===== config.mk =====
export PLATFORM = sky130hd
export DESIGN_NAME = cluster_mem_arbiter_flat
export DESIGN_NICKNAME = d
export VERILOG_FILES = /design/src/rtl/cluster_mem_arbiter_if.sv /design/src/rtl/cluster_mem_arbiter.sv /design/src/flat_wrapper.sv
export SDC_FILE = /design/constraint.sdc
export NUM_CORES = 1
export LEC_CHECK = 0
export ABC_AREA = 1
export CORE_AREA = 2 2 269 271
export DETAILED_ROUTE_END_ITERATION = 6
export DIE_AREA = 0 0 271 273
export GPL_TIMING_DRIVEN = 0
export MAX_ROUTING_LAYER = met4
export SYNTH_ARGS = -nofsm -noshare
export SYNTH_HDL_FRONTEND = slang
export SYNTH_SLANG_ARGS = --single-unit

===== constraint.sdc =====
create_clock -name clk_i -period 7.45 [get_ports clk_i]
set_input_delay 1.1175 -clock clk_i [delete_from_list [all_inputs] [get_ports clk_i]]
set_output_delay 1.1175 -clock clk_i [all_outputs]
set_load 0.005 [all_outputs]

===== src/rtl/cluster_mem_arbiter_if.sv =====
// Request/response bundle between the cluster channels, the arbiter and the memory controller.
// The slave modport is the arbiter's view; master is the cluster/controller side.
interface cluster_mem_arbiter_if #(
  parameter int NUM_CORES       = 4,
  parameter int CH_PER_CORE     = 2,
  parameter int ADDR_W          = 32,
  parameter int DATA_W          = 32,
  parameter int MAX_OUTSTANDING = 4
);
  localparam int NUM_CH = NUM_CORES * CH_PER_CORE;
  localparam int OUT_W  = $clog2(MAX_OUTSTANDING + 1);

  logic [NUM_CORES-1:0]     core_enable_i;
  logic [NUM_CH-1:0]        req_valid_i;
  logic [NUM_CH-1:0]        req_ready_o;
  logic [NUM_CH-1:0]        req_we_i;
  logic [NUM_CH*ADDR_W-1:0] req_addr_i;
  logic [NUM_CH*DATA_W-1:0] req_wdata_i;
  logic                     mem_req_valid_o;
  logic                     mem_req_ready_i;
  logic                     mem_req_we_o;
  logic [ADDR_W-1:0]        mem_req_addr_o;
  logic [DATA_W-1:0]        mem_req_wdata_o;
  logic                     mem_rsp_valid_i;
  logic [DATA_W-1:0]        mem_rsp_rdata_i;
  logic [NUM_CH-1:0]        rsp_valid_o;
  logic [DATA_W-1:0]        rsp_rdata_o;
  logic [OUT_W-1:0]         outstanding_o;
  logic                     busy_o;
  logic                     rsp_err_o;

  modport slave (
    input  core_enable_i, req_valid_i, req_we_i, req_addr_i, req_wdata_i,
           mem_req_ready_i, mem_rsp_valid_i, mem_rsp_rdata_i,
    output req_ready_o, mem_req_valid_o, mem_req_we_o, mem_req_addr_o, mem_req_wdata_o,
           rsp_valid_o, rsp_rdata_o, outstanding_o, busy_o, rsp_err_o
  );

  modport master (
    output core_enable_i, req_valid_i, req_we_i, req_addr_i, req_wdata_i,
           mem_req_ready_i, mem_rsp_valid_i, mem_rsp_rdata_i,
    input  req_ready_o, mem_req_valid_o, mem_req_we_o, mem_req_addr_o, mem_req_wdata_o,
           rsp_valid_o, rsp_rdata_o, outstanding_o, busy_o, rsp_err_o
  );
endinterface


===== src/rtl/cluster_mem_arbiter.sv =====
// Cluster memory front end: arbitrates all core channels onto one controller port and routes
// in-order responses back through a tag FIFO of granted channel indices.
module cluster_mem_arbiter #(
  parameter int NUM_CORES       = 4,
  parameter int CH_PER_CORE     = 2,
  parameter int ADDR_W          = 32,
  parameter int DATA_W          = 32,
  parameter int MAX_OUTSTANDING = 4,
  parameter int ARB_MODE        = 0,
  parameter int STARVE_LIMIT    = 15
) (
  input  logic                 clk_i,
  input  logic                 rst_i,
  cluster_mem_arbiter_if.slave bus
);
  localparam int NUM_CH = NUM_CORES * CH_PER_CORE;
  localparam int TAG_W  = (NUM_CH > 1) ? $clog2(NUM_CH) : 1;
  localparam int PTR_W  = (MAX_OUTSTANDING > 1) ? $clog2(MAX_OUTSTANDING) : 1;
  localparam int CNT_W  = $clog2(MAX_OUTSTANDING + 1);
  localparam int SCNT_W = $clog2(STARVE_LIMIT + 1);

  function automatic logic [SCNT_W-1:0] sat_inc(input logic [SCNT_W-1:0] v);
    return (v >= SCNT_W'(STARVE_LIMIT)) ? v : v + SCNT_W'(1);
  endfunction

  function automatic logic [PTR_W-1:0] ptr_inc(input logic [PTR_W-1:0] p);
    return (p == PTR_W'(MAX_OUTSTANDING - 1)) ? '0 : p + PTR_W'(1);
  endfunction

  logic [NUM_CH-1:0] elig;
  logic              arb_en;
  logic              gnt_any;
  logic [TAG_W-1:0]  gnt_idx;
  logic [TAG_W-1:0]  rr_ptr;
  logic [SCNT_W-1:0] starve_cnt [NUM_CH];

  logic              req_vld_p1;
  logic              req_we_p1;
  logic [ADDR_W-1:0] req_addr_p1;
  logic [DATA_W-1:0] req_wdata_p1;

  logic [TAG_W-1:0]  tag_mem [MAX_OUTSTANDING];
  logic [PTR_W-1:0]  head_q, tail_q;
  logic [CNT_W-1:0]  count_q;
  logic              rsp_err_q;
  logic              push, pop;

  always_comb begin
    elig = '0;
    for (int c = 0; c < NUM_CH; c++)
      elig[c] = bus.req_valid_i[c] & bus.core_enable_i[c / CH_PER_CORE];
  end

  // A pop in the same cycle does not free a slot: the limit uses the registered count only.
  assign arb_en = !rst_i && (!req_vld_p1 || bus.mem_req_ready_i) &&
                  (count_q < CNT_W'(MAX_OUTSTANDING));

  // Descending scans so the last hit, i.e. the highest-priority candidate, wins.
  always_comb begin
    gnt_any = 1'b0;
    gnt_idx = '0;
    if (arb_en) begin
      if (ARB_MODE == 0) begin
        for (int i = NUM_CH - 1; i >= 0; i--) begin
          if (elig[(int'(rr_ptr) + i) % NUM_CH]) begin
            gnt_any = 1'b1;
            gnt_idx = TAG_W'((int'(rr_ptr) + i) % NUM_CH);
          end
        end
      end else begin
        for (int c = NUM_CH - 1; c >= 0; c--) begin
          if (elig[c] && starve_cnt[c] >= SCNT_W'(STARVE_LIMIT)) begin
            gnt_any = 1'b1;
            gnt_idx = TAG_W'(c);
          end
        end
        if (!gnt_any) begin
          for (int c = NUM_CH - 1; c >= 0; c--) begin
            if (elig[c]) begin
              gnt_any = 1'b1;
              gnt_idx = TAG_W'(c);
            end
          end
        end
      end
    end
  end

  always_comb begin
    bus.req_ready_o = '0;
    if (gnt_any) bus.req_ready_o[gnt_idx] = 1'b1;
  end

  always_ff @(posedge clk_i or posedge rst_i) begin
    if (rst_i) begin
      rr_ptr <= '0;
      for (int c = 0; c < NUM_CH; c++) starve_cnt[c] <= '0;
    end else begin
      if (ARB_MODE == 0 && gnt_any)
        rr_ptr <= (gnt_idx == TAG_W'(NUM_CH - 1)) ? '0 : gnt_idx + TAG_W'(1);
      if (ARB_MODE != 0) begin
        for (int c = 0; c < NUM_CH; c++) begin
          if (!elig[c] || (gnt_any && gnt_idx == TAG_W'(c))) starve_cnt[c] <= '0;
          else if (arb_en)                                    starve_cnt[c] <= sat_inc(starve_cnt[c]);
        end
      end
    end
  end

  // Stage p1: granted request held toward the memory controller.
  always_ff @(posedge clk_i or posedge rst_i) begin
    if (rst_i) begin
      req_vld_p1   <= 1'b0;
      req_we_p1    <= 1'b0;
      req_addr_p1  <= '0;
      req_wdata_p1 <= '0;
    end else if (gnt_any) begin
      req_vld_p1   <= 1'b1;
      req_we_p1    <= bus.req_we_i[gnt_idx];
      req_addr_p1  <= bus.req_addr_i[int'(gnt_idx) * ADDR_W +: ADDR_W];
      req_wdata_p1 <= bus.req_wdata_i[int'(gnt_idx) * DATA_W +: DATA_W];
    end else if (bus.mem_req_ready_i) begin
      req_vld_p1   <= 1'b0;
    end
  end

  assign push = gnt_any;
  assign pop  = bus.mem_rsp_valid_i && (count_q != '0);

  always_ff @(posedge clk_i) begin
    if (push) tag_mem[tail_q] <= gnt_idx;
  end

  always_ff @(posedge clk_i or posedge rst_i) begin
    if (rst_i) begin
      head_q    <= '0;
      tail_q    <= '0;
      count_q   <= '0;
      rsp_err_q <= 1'b0;
    end else begin
      if (push) tail_q <= ptr_inc(tail_q);
      if (pop)  head_q <= ptr_inc(head_q);
      if (push && !pop)      count_q <= count_q + CNT_W'(1);
      else if (!push && pop) count_q <= count_q - CNT_W'(1);
      if (bus.mem_rsp_valid_i && count_q == '0) rsp_err_q <= 1'b1;
    end
  end

  always_comb begin
    bus.rsp_valid_o = '0;
    if (pop) bus.rsp_valid_o[tag_mem[head_q]] = 1'b1;
  end

  assign bus.rsp_rdata_o     = bus.mem_rsp_rdata_i;
  assign bus.mem_req_valid_o = req_vld_p1;
  assign bus.mem_req_we_o    = req_we_p1;
  assign bus.mem_req_addr_o  = req_addr_p1;
  assign bus.mem_req_wdata_o = req_wdata_p1;
  assign bus.outstanding_o   = count_q;
  assign bus.busy_o          = req_vld_p1 | (count_q != '0);
  assign bus.rsp_err_o       = rsp_err_q;
endmodule


===== src/flat_wrapper.sv =====
// flat-port wrapper written by rule: the top's interface ports become plain ports
module cluster_mem_arbiter_flat 
#(
  parameter int NUM_CORES       = 4,
  parameter int CH_PER_CORE     = 2,
  parameter int ADDR_W          = 32,
  parameter int DATA_W          = 32,
  parameter int MAX_OUTSTANDING = 4,
  parameter int ARB_MODE        = 0,
  parameter int STARVE_LIMIT    = 15
)
  (clk_i, rst_i, bus_core_enable_i, bus_req_valid_i, bus_req_we_i, bus_req_addr_i, bus_req_wdata_i, bus_mem_req_ready_i, bus_mem_rsp_valid_i, bus_mem_rsp_rdata_i, bus_req_ready_o, bus_mem_req_valid_o, bus_mem_req_we_o, bus_mem_req_addr_o, bus_mem_req_wdata_o, bus_rsp_valid_o, bus_rsp_rdata_o, bus_outstanding_o, bus_busy_o, bus_rsp_err_o);
  cluster_mem_arbiter_if #(.NUM_CORES(NUM_CORES), .CH_PER_CORE(CH_PER_CORE), .ADDR_W(ADDR_W), .DATA_W(DATA_W), .MAX_OUTSTANDING(MAX_OUTSTANDING)) bus_i ();
  input  logic clk_i;
  input  logic rst_i;
  input wire logic [$bits(bus_i.core_enable_i)-1:0] bus_core_enable_i;
  input wire logic [$bits(bus_i.req_valid_i)-1:0] bus_req_valid_i;
  input wire logic [$bits(bus_i.req_we_i)-1:0] bus_req_we_i;
  input wire logic [$bits(bus_i.req_addr_i)-1:0] bus_req_addr_i;
  input wire logic [$bits(bus_i.req_wdata_i)-1:0] bus_req_wdata_i;
  input wire logic [$bits(bus_i.mem_req_ready_i)-1:0] bus_mem_req_ready_i;
  input wire logic [$bits(bus_i.mem_rsp_valid_i)-1:0] bus_mem_rsp_valid_i;
  input wire logic [$bits(bus_i.mem_rsp_rdata_i)-1:0] bus_mem_rsp_rdata_i;
  output wire logic [$bits(bus_i.req_ready_o)-1:0] bus_req_ready_o;
  output wire logic [$bits(bus_i.mem_req_valid_o)-1:0] bus_mem_req_valid_o;
  output wire logic [$bits(bus_i.mem_req_we_o)-1:0] bus_mem_req_we_o;
  output wire logic [$bits(bus_i.mem_req_addr_o)-1:0] bus_mem_req_addr_o;
  output wire logic [$bits(bus_i.mem_req_wdata_o)-1:0] bus_mem_req_wdata_o;
  output wire logic [$bits(bus_i.rsp_valid_o)-1:0] bus_rsp_valid_o;
  output wire logic [$bits(bus_i.rsp_rdata_o)-1:0] bus_rsp_rdata_o;
  output wire logic [$bits(bus_i.outstanding_o)-1:0] bus_outstanding_o;
  output wire logic [$bits(bus_i.busy_o)-1:0] bus_busy_o;
  output wire logic [$bits(bus_i.rsp_err_o)-1:0] bus_rsp_err_o;
  assign bus_i.core_enable_i = bus_core_enable_i;
  assign bus_i.req_valid_i = bus_req_valid_i;
  assign bus_i.req_we_i = bus_req_we_i;
  assign bus_i.req_addr_i = bus_req_addr_i;
  assign bus_i.req_wdata_i = bus_req_wdata_i;
  assign bus_i.mem_req_ready_i = bus_mem_req_ready_i;
  assign bus_i.mem_rsp_valid_i = bus_mem_rsp_valid_i;
  assign bus_i.mem_rsp_rdata_i = bus_mem_rsp_rdata_i;
  assign bus_req_ready_o = bus_i.req_ready_o;
  assign bus_mem_req_valid_o = bus_i.mem_req_valid_o;
  assign bus_mem_req_we_o = bus_i.mem_req_we_o;
  assign bus_mem_req_addr_o = bus_i.mem_req_addr_o;
  assign bus_mem_req_wdata_o = bus_i.mem_req_wdata_o;
  assign bus_rsp_valid_o = bus_i.rsp_valid_o;
  assign bus_rsp_rdata_o = bus_i.rsp_rdata_o;
  assign bus_outstanding_o = bus_i.outstanding_o;
  assign bus_busy_o = bus_i.busy_o;
  assign bus_rsp_err_o = bus_i.rsp_err_o;
  cluster_mem_arbiter #(.NUM_CORES(NUM_CORES), .CH_PER_CORE(CH_PER_CORE), .ADDR_W(ADDR_W), .DATA_W(DATA_W), .MAX_OUTSTANDING(MAX_OUTSTANDING), .ARB_MODE(ARB_MODE), .STARVE_LIMIT(STARVE_LIMIT)) u_core (.clk_i(clk_i), .rst_i(rst_i), .bus(bus_i));
endmodule

==> run_summary.xml, run 1 <==
<?xml version="1.0" encoding="UTF-8"?>
<metrics>
  <group name="worst_setup_path">
    <metric name="rr_worst_depth" unit="">18</metric>
    <metric name="crit_chain" unit="">clkdlybuf4s50_1, nor3_2, nand2_1, clkinv_1, clkbuf_1, clkbuf_1, nand2_1, nor2_1, clkdlybuf4s50_1</metric>
    <metric name="setup.worst_path.start_class" unit="">primary input</metric>
    <metric name="end_kind" unit="">output port</metric>
    <metric name="critical-path-slowest-cell" unit="">sky130_fd_sc_hd__clkbuf_1</metric>
    <metric name="critPathMaxStageDelay" unit="ns">0.88</metric>
    <metric name="crit_path_max_fanout" unit="">10</metric>
    <metric name="critical_path_arrival" unit="ns">5.58</metric>
    <metric name="timing.setup.critical_path_class" unit="">primary input to output port</metric>
    <metric name="cp.required" unit="ns">6.33</metric>
  </group>
  <group name="clocking">
    <metric name="clock_latency_at_the_later_pin_of_the_worst_skew_pair" unit="ns">0.39</metric>
    <metric name="post_cts_resized" unit="">0</metric>
    <metric name="cts.repair_timing.setup_buffer_count" unit="">0</metric>
    <metric name="cts_buffer_depth" unit="">2</metric>
    <metric name="hold_buffers" unit="">0</metric>
    <metric name="cts_max_level" unit="">3</metric>
    <metric name="clkTransAtPathRegs" unit="ns">0.08</metric>
    <metric name="clock_sink_count" unit="">89</metric>
    <metric name="cts_root_buffer" unit="">sky130_fd_sc_hd__clkbuf_16</metric>
    <metric name="number_of_clock_buffers_inserted_by_tritoncts" unit="">9</metric>
    <metric name="clock_tree_from_tritoncts" unit="">done</metric>
  </group>
  <group name="synth">
    <metric name="postSynthAreaPerCell" unit="um^2">5.50</metric>
    <metric name="synth-seq-area-share" unit="">0.221</metric>
    <metric name="synth_cell_type_count" unit="">30</metric>
    <metric name="ys_warn_count" unit="">0</metric>
    <metric name="netlist_area" unit="um^2">10300</metric>
    <metric name="mappedNetlistNets" unit="">2457</metric>
    <metric name="ys_seq_elements" unit="">89</metric>
    <metric name="netlist_instances" unit="">1878</metric>
  </group>
  <group name="placement">
    <metric name="detailed_place_hpwl" unit="um">64900</metric>
    <metric name="placed_cells" unit="">3483</metric>
    <metric name="io_buffer_count" unit="">654</metric>
    <metric name="pre_cts_slack" unit="ns">0.0254</metric>
    <metric name="post_dp_cell_area" unit="um^2">18100</metric>
    <metric name="gp_routability_congestion" unit="">0.941</metric>
  </group>
  <group name="die">
    <metric name="core_box_area" unit="um^2">71000</metric>
    <metric name="initial_core_util" unit="">0.145</metric>
    <metric name="die_area" unit="um^2">74000</metric>
    <metric name="die_y" unit="um">273</metric>
    <metric name="rows" unit="">98</metric>
    <metric name="io_pins" unit="">687</metric>
    <metric name="dieWidth" unit="um">271</metric>
  </group>
  <group name="power_and_ir_drop">
    <metric name="switching_share" unit="">0.612</metric>
    <metric name="p_total" unit="mW">7.25</metric>
    <metric name="netSwitchingPower" unit="mW">4.44</metric>
    <metric name="power.internal" unit="mW">2.81</metric>
    <metric name="max-vdd-ir-drop" unit="uV">226</metric>
    <metric name="pwr-share-seq" unit="">0.118</metric>
    <metric name="cellLeakagePower" unit="nW">8.24</metric>
    <metric name="pwr_density_cell" unit="nW/um^2">394</metric>
    <metric name="power.combinational.fraction" unit="">0.811</metric>
    <metric name="clkPwrFrac" unit="">0.071</metric>
  </group>
  <group name="sta">
    <metric name="final.min_clock_period" unit="ns">6.70</metric>
    <metric name="maxSlewViolCount" unit="">0</metric>
    <metric name="timing_hold_violations_final" unit="">0</metric>
    <metric name="maxClockFrequency" unit="MHz">149</metric>
    <metric name="final_critical_path_setup_slack" unit="ns">0.753</metric>
    <metric name="setup_repair_after_global_routing_missed_its_margin" unit="">no</metric>
    <metric name="tightestPinTransition" unit="ns">1.12</metric>
    <metric name="timing.slew.headroom" unit="">0.252</metric>
    <metric name="share_of_the_cycle_needed_by_the_critical_path_after_routing" unit="">0.899</metric>
    <metric name="finalClockSkew" unit="ns">0.0108</metric>
    <metric name="final_setup_violation_count" unit="">0</metric>
    <metric name="fin_setup_tns" unit="ns">0</metric>
  </group>
  <group name="global_route">
    <metric name="grt.overflow.total" unit="">0</metric>
    <metric name="grt_pass1_vias" unit="">15000</metric>
    <metric name="largest_net_degree_at_the_start_of_global_routing" unit="">45</metric>
    <metric name="grt_antenna_before_repair" unit="">3</metric>
    <metric name="first_pass_grt_wire_length" unit="um">108000</metric>
    <metric name="track_usage" unit="">0.211</metric>
  </group>
  <group name="final_layout">
    <metric name="final-seq-area" unit="um^2">2290</metric>
    <metric name="most_common_library_cell_in_the_layout_ignoring_fill_and_taps" unit="">sky130_fd_sc_hd__nand2_1</metric>
    <metric name="filler_cell_count" unit="">8120</metric>
    <metric name="layout.cells.most_common_list" unit="">sky130_fd_sc_hd__nand2_1 (789), sky130_fd_sc_hd__clkdlybuf4s50_1 (654), sky130_fd_sc_hd__nand3_1 (374), sky130_fd_sc_hd__nor2_1 (225), sky130_fd_sc_hd__nand4_1 (130)</metric>
    <metric name="multi_input_comb_area" unit="um^2">6850</metric>
    <metric name="stdcell_count" unit="">3503</metric>
    <metric name="layout-drive-gt1-share" unit="">0.0604</metric>
    <metric name="syn_to_final_growth" unit="%">78.3</metric>
    <metric name="final_net_count" unit="">3123</metric>
    <metric name="stdcell_area" unit="um^2">18400</metric>
  </group>
  <group name="worst_hold_path">
    <metric name="hold_critical_path_depth" unit="">1</metric>
    <metric name="worst_hold_path_type" unit="">flip-flop to flip-flop</metric>
  </group>
  <group name="route">
    <metric name="route.antenna.remaining_nets" unit="">0</metric>
    <metric name="route.detailed.vias_per_inst" unit="">4.39</metric>
    <metric name="drt-total-wl" unit="um">78900</metric>
    <metric name="detailedRoute.firstIterationViolations" unit="">1244</metric>
    <metric name="via_count" unit="">15400</metric>
    <metric name="routed_wire_length_per_instance" unit="um">22.5</metric>
    <metric name="drt_pre_antenna_iters" unit="">6</metric>
    <metric name="drc" unit="">0</metric>
  </group>
  <group name="outcome">
    <metric name="status" unit="">complete, no violations</metric>
  </group>
  <group name="run">
    <metric name="max-cap-violations" unit="">0</metric>
  </group>
</metrics>
[sequential cells by signal (all words and copies together) (netlist names), 2 cells and up]
| name | cells |
|---|---|
| u_core.bus.mem_req_wdata_o | 32 |
| u_core.bus.outstanding_o | 3 |
| u_core.tail_q | 2 |
| u_core.rr_ptr | 3 |
| u_core.head_q | 2 |
| u_core.tag_mem | 12 |
| u_core.bus.mem_req_addr_o | 32 |
[worst max-delay path: cells and delay by family]
family                 cells  cell delay, ns
buffers and inverters      5            3.02
and+or+nand+nor            4            1.42
[power groups by stage]
| stage | sequential (mW) | combinational (mW) | clock (mW) |
|---|---|---|---|
| 2_1_floorplan | 0.863 | 3.06 | 0 |
| 3_3_place_gp | 0.859 | 5.92 | 0 |
| 3_5_place_dp | 0.869 | 5.92 | 0 |
| 4_1_cts | 0.859 | 5.94 | 0.537 |
| 5_1_grt | 0.885 | 6.41 | 0.552 |
| 6_report | 0.857 | 5.88 | 0.513 |
[Yosys cell counts]
| cell | instances | area, um^2 |
|---|---|---|
| sky130_fd_sc_hd__fa_1 | 1 | 20.0 |
| sky130_fd_sc_hd__o22ai_1 | 1 | 6.26 |
| sky130_fd_sc_hd__clkbuf_1 | 57 | 214 |
| sky130_fd_sc_hd__nand3_1 | 374 | 1870 |
| sky130_fd_sc_hd__nand2_1 | 789 | 2960 |
| sky130_fd_sc_hd__a21o_1 | 1 | 7.51 |
| sky130_fd_sc_hd__ha_1 | 10 | 125 |
| sky130_fd_sc_hd__nor3_1 | 2 | 10.0 |
| sky130_fd_sc_hd__inv_1 | 30 | 113 |
| sky130_fd_sc_hd__mux2_2 | 1 | 11.3 |
| sky130_fd_sc_hd__nand4_1 | 130 | 813 |
| sky130_fd_sc_hd__clkinv_1 | 1 | 3.75 |
| sky130_fd_sc_hd__o21ai_0 | 7 | 35.0 |
| sky130_fd_sc_hd__a32oi_1 | 2 | 17.5 |
| sky130_fd_sc_hd__clkinv_2 | 1 | 5.00 |
| sky130_fd_sc_hd__o21ai_1 | 1 | 5.00 |
| sky130_fd_sc_hd__nand2_2 | 1 | 6.26 |
| sky130_fd_sc_hd__a21oi_2 | 2 | 17.5 |
| sky130_fd_sc_hd__xnor2_1 | 4 | 35.0 |
| sky130_fd_sc_hd__edfxtp_1 | 12 | 360 |
| sky130_fd_sc_hd__dfrtp_1 | 77 | 1930 |
| sky130_fd_sc_hd__nor2_1 | 225 | 845 |
| sky130_fd_sc_hd__buf_2 | 71 | 355 |
| sky130_fd_sc_hd__buf_1 | 9 | 33.8 |
| sky130_fd_sc_hd__buf_4 | 44 | 330 |
| sky130_fd_sc_hd__nor4_1 | 1 | 6.26 |
| sky130_fd_sc_hd__inv_2 | 4 | 15.0 |
| sky130_fd_sc_hd__xor2_1 | 2 | 17.5 |
| sky130_fd_sc_hd__a21oi_1 | 7 | 35.0 |
| sky130_fd_sc_hd__buf_6 | 11 | 124 |
[routing by layer]
layer,wire length (um),GRT usage
met4,1920,0.0586
met1,34700,0.266
met2,37700,0.350
met5,0,-
met3,4580,0.0315
[final timing paths]
kind	start	endpoint	slack, ns
setup / recovery	rst_i	bus_req_ready_o[0]	0.75
hold / removal	u_core.bus.rsp_err_o$_DFFE_PP0P_	u_core.bus.rsp_err_o$_DFFE_PP0P_	0.46
setup reg to reg	u_core.rr_ptr[0]$_DFFE_PP0P_	u_core.bus.outstanding_o[1]$_DFFE_PP0P_	2.14
hold reg to reg	u_core.bus.rsp_err_o$_DFFE_PP0P_	u_core.bus.rsp_err_o$_DFFE_PP0P_	0.46
max in group asynchronous	rst_i	u_core.bus.mem_req_wdata_o[14]$_DFFE_PP0P_	5.57
min in group asynchronous	rst_i	u_core.bus.mem_req_valid_o$_DFFE_PP0P_	1.18
[cell families (layout without fill, tap and decap cells)]
| family | after synthesis | after routing | synth area share |
|---|---|---|---|
| and+or+nand+nor | 1522 | 1522 | 0.631 |
| buffers and inverters | 228 | 899 | 0.116 |
| DFF | 89 | 89 | 0.221 |
| AOI/OAI and AO/OA | 21 | 21 | 0.0120 |
| adders and majority gates | 11 | 11 | 0.0141 |
| xor gates and xnor gates | 6 | 6 | 0.00509 |
| muxes | 1 | 1 | 0.00109 |
| other | 0 | 4 | 0 |
[cell type report]
class / instances / area share
Inverter: 36 / 0.00754
Tap cell: 950 / 0.0646
Buffer: 192 / 0.0574
Clock buffer: 9 / 0.0122
Timing Repair Buffer: 655 / 0.357
Multi-Input combinational cell: 1561 / 0.372
Clock inverter: 7 / 0.00428
Antenna cell: 4 / 0.000544
Sequential cell: 89 / 0.124
[stage by stage]
step                hold slack [ns]  utilization
global route                  0.497        0.259
detailed placement            0.445        0.255
CTS                           0.464        0.259
finish                        0.458        0.259
floorplan                     0.451            -
global placement              0.443        0.254
Power figures use the tool's default switching activity.
==> run 2: changes to the inputs <==
Settings changed: CORE_AREA 2 2 269 271 to 2 2 268 270, DIE_AREA 0 0 271 273 to 0 0 270 272.
==> run 2 against run 1 <==
  * Combinational power is 0.7% lower
  * Sequential share of layout area is essentially flat
  * Critical path depth is the same
  * Sequential cell count is the same
  * Non-clock buffer count unchanged
  * Cell count rose by 0.11%
  * Core utilization increased by 0.11 points
  * Clock power rose by 3%
  * Power shrank 0.24%
  * Largest cell class unchanged
==> run_summary.xml, run 2 (synthesized netlist as in run 1, its figures left out) <==
<?xml version="1.0" encoding="UTF-8"?>
<metrics>
  <group name="worst_setup_path">
    <metric name="crit_path_max_fanout" unit="">10</metric>
    <metric name="end_kind" unit="">output port</metric>
    <metric name="timing.setup.critical_path_class" unit="">primary input to output port</metric>
    <metric name="setup.worst_path.start_class" unit="">primary input</metric>
    <metric name="critical_path_arrival" unit="ns">5.68</metric>
    <metric name="cp.required" unit="ns">6.33</metric>
  </group>
  <group name="power_and_ir_drop">
    <metric name="max-vdd-ir-drop" unit="uV">195</metric>
    <metric name="switching_share" unit="">0.607</metric>
    <metric name="clkPwrFrac" unit="">0.073</metric>
    <metric name="pwr_density_cell" unit="nW/um^2">392</metric>
    <metric name="netSwitchingPower" unit="mW">4.39</metric>
    <metric name="cellLeakagePower" unit="nW">8.25</metric>
    <metric name="power.internal" unit="mW">2.84</metric>
    <metric name="pwr-share-seq" unit="">0.119</metric>
    <metric name="power.combinational.fraction" unit="">0.808</metric>
  </group>
  <group name="global_route">
    <metric name="grt.overflow.total" unit="">0</metric>
    <metric name="grt_antenna_before_repair" unit="">9</metric>
    <metric name="largest_net_degree_at_the_start_of_global_routing" unit="">43</metric>
    <metric name="first_pass_grt_wire_length" unit="um">108000</metric>
    <metric name="track_usage" unit="">0.212</metric>
    <metric name="grt_pass1_vias" unit="">15000</metric>
  </group>
  <group name="final_layout">
    <metric name="layout-drive-gt1-share" unit="">0.0604</metric>
    <metric name="final_net_count" unit="">3123</metric>
    <metric name="stdcell_area" unit="um^2">18400</metric>
    <metric name="layout.cells.most_common_list" unit="">sky130_fd_sc_hd__nand2_1 (789), sky130_fd_sc_hd__clkdlybuf4s50_1 (654), sky130_fd_sc_hd__nand3_1 (374), sky130_fd_sc_hd__nor2_1 (225), sky130_fd_sc_hd__nand4_1 (130)</metric>
    <metric name="stdcell_count" unit="">3507</metric>
    <metric name="syn_to_final_growth" unit="%">78.4</metric>
    <metric name="most_common_library_cell_in_the_layout_ignoring_fill_and_taps" unit="">sky130_fd_sc_hd__nand2_1</metric>
    <metric name="final_core_util" unit="">0.260</metric>
  </group>
  <group name="route">
    <metric name="via_count" unit="">15300</metric>
    <metric name="drc" unit="">0</metric>
    <metric name="drt_pre_antenna_iters" unit="">7</metric>
    <metric name="route.detailed.vias_per_inst" unit="">4.37</metric>
    <metric name="routed_wire_length_per_instance" unit="um">22.2</metric>
    <metric name="drt-total-wl" unit="um">77900</metric>
    <metric name="route.antenna.remaining_nets" unit="">0</metric>
    <metric name="detailedRoute.firstIterationViolations" unit="">1102</metric>
  </group>
  <group name="placement">
    <metric name="io_buffer_count" unit="">654</metric>
    <metric name="post_dp_cell_area" unit="um^2">18100</metric>
    <metric name="placed_cells" unit="">3483</metric>
    <metric name="detailed_place_hpwl" unit="um">64500</metric>
    <metric name="gp_routability_congestion" unit="">0.930</metric>
    <metric name="pre_cts_slack" unit="ns">0.00865</metric>
  </group>
  <group name="sta">
    <metric name="final_setup_violation_count" unit="">0</metric>
    <metric name="setup_repair_after_global_routing_missed_its_margin" unit="">no</metric>
    <metric name="fin_setup_tns" unit="ns">0</metric>
    <metric name="share_of_the_cycle_needed_by_the_critical_path_after_routing" unit="">0.912</metric>
    <metric name="final_critical_path_setup_slack" unit="ns">0.657</metric>
    <metric name="tightestPinTransition" unit="ns">1.19</metric>
    <metric name="final.min_clock_period" unit="ns">6.79</metric>
    <metric name="maxSlewViolCount" unit="">0</metric>
    <metric name="timing_hold_violations_final" unit="">0</metric>
    <metric name="maxClockFrequency" unit="MHz">147</metric>
    <metric name="finalClockSkew" unit="ns">0.0211</metric>
    <metric name="timing.slew.headroom" unit="">0.209</metric>
  </group>
  <group name="run">
    <metric name="max-cap-violations" unit="">0</metric>
  </group>
  <group name="worst_hold_path">
    <metric name="worst_hold_path_type" unit="">flip-flop to flip-flop</metric>
  </group>
  <group name="clocking">
    <metric name="cts_max_level" unit="">3</metric>
    <metric name="clkTransAtPathRegs" unit="ns">0.07</metric>
    <metric name="clock_sink_count" unit="">89</metric>
    <metric name="cts.repair_timing.setup_buffer_count" unit="">0</metric>
    <metric name="cts_buffer_depth" unit="">2</metric>
    <metric name="cts_root_buffer" unit="">sky130_fd_sc_hd__clkbuf_16</metric>
    <metric name="hold_buffers" unit="">0</metric>
    <metric name="clock_tree_from_tritoncts" unit="">done</metric>
    <metric name="number_of_clock_buffers_inserted_by_tritoncts" unit="">9</metric>
    <metric name="clock_latency_at_the_later_pin_of_the_worst_skew_pair" unit="ns">0.40</metric>
    <metric name="post_cts_resized" unit="">1</metric>
  </group>
  <group name="die">
    <metric name="die_area" unit="um^2">73400</metric>
    <metric name="initial_core_util" unit="">0.146</metric>
    <metric name="dieWidth" unit="um">270</metric>
    <metric name="core_box_area" unit="um^2">70800</metric>
    <metric name="rows" unit="">98</metric>
    <metric name="die_y" unit="um">272</metric>
    <metric name="io_pins" unit="">687</metric>
  </group>
  <group name="outcome">
    <metric name="status" unit="">complete, no violations</metric>
  </group>
</metrics>
## run 2: cell types whose count changed in the layout (fill, tap and decap cells not counted), sizes merged
| cell | previous run | this run |
|---|---|---|
| bufinv | 0 | 1 |
| diode | 4 | 8 |
| clkinv | 5 | 4 |
## run 2: final timing paths
kind                                                        from                                          to  slack [ns]  depth (start not counted)
worst max-delay path                                       rst_i                          bus_req_ready_o[0]        0.66                          9
worst min-delay path            u_core.bus.rsp_err_o$_DFFE_PP0P_            u_core.bus.rsp_err_o$_DFFE_PP0P_        0.46                          1
worst max register to register      u_core.rr_ptr[0]$_DFFE_PP0P_     u_core.bus.outstanding_o[1]$_DFFE_PP0P_        2.27                         18
worst min register to register  u_core.bus.rsp_err_o$_DFFE_PP0P_            u_core.bus.rsp_err_o$_DFFE_PP0P_        0.46                          1
max in group asynchronous                                  rst_i  u_core.bus.mem_req_wdata_o[16]$_DFFE_PP0P_        5.58                          3
min in group asynchronous                                  rst_i      u_core.bus.mem_req_valid_o$_DFFE_PP0P_        1.18                          2
## run 2: power by group through the flow
stage	Sequential, mW	Clock, mW	Combinational, mW
floorplan	0.863	0	3.06
global placement	0.857	0	5.86
detailed placement	0.865	0	5.88
CTS	0.857	0.551	5.89
global route	0.886	0.563	6.40
finish	0.858	0.529	5.84
## run 2: worst max-delay path: stages
cell	delay, ns
sky130_fd_sc_hd__clkdlybuf4s50_1	0.48
sky130_fd_sc_hd__nor3_2	0.71
sky130_fd_sc_hd__nand2_1	0.37
sky130_fd_sc_hd__clkinv_1	0.43
sky130_fd_sc_hd__clkbuf_1	0.93
sky130_fd_sc_hd__clkbuf_1	0.62
sky130_fd_sc_hd__nand2_1	0.23
sky130_fd_sc_hd__nor2_1	0.23
sky130_fd_sc_hd__clkdlybuf4s50_1	0.55
## run 2: layout make-up
cell class / count / area [um^2]
diodes: 8 / 20.0
plain buffers: 192 / 1060
clock buffers: 9 / 225
clock inverters: 7 / 86.3
fillers: 8125 / 52300
inverters: 36 / 139
multi-input cells: 1561 / 6850
flip-flops and latches: 89 / 2290
well taps: 950 / 1190
repair buffers: 655 / 6570
## run 2: through the flow
stage	hold slack, ns	power, mW
after detailed placement	0.449	6.74
final	0.461	7.23
after CTS	0.466	7.30
after global placement	0.444	6.72
after floorplan	0.451	3.93
after global routing	0.498	7.85
## run 2: routing by layer
layer / vias to the layer above / GRT usage / share of wire / wire length, um
met1: 7088 / 0.269 / 0.44 / 33900
met3: 73 / 0.0311 / 0.064 / 4970
met5: - / - / 0 / 0
met2: 679 / 0.346 / 0.47 / 37000
li1: 7470 / - / - / -
met4: 0 / 0.0640 / 0.026 / 1990
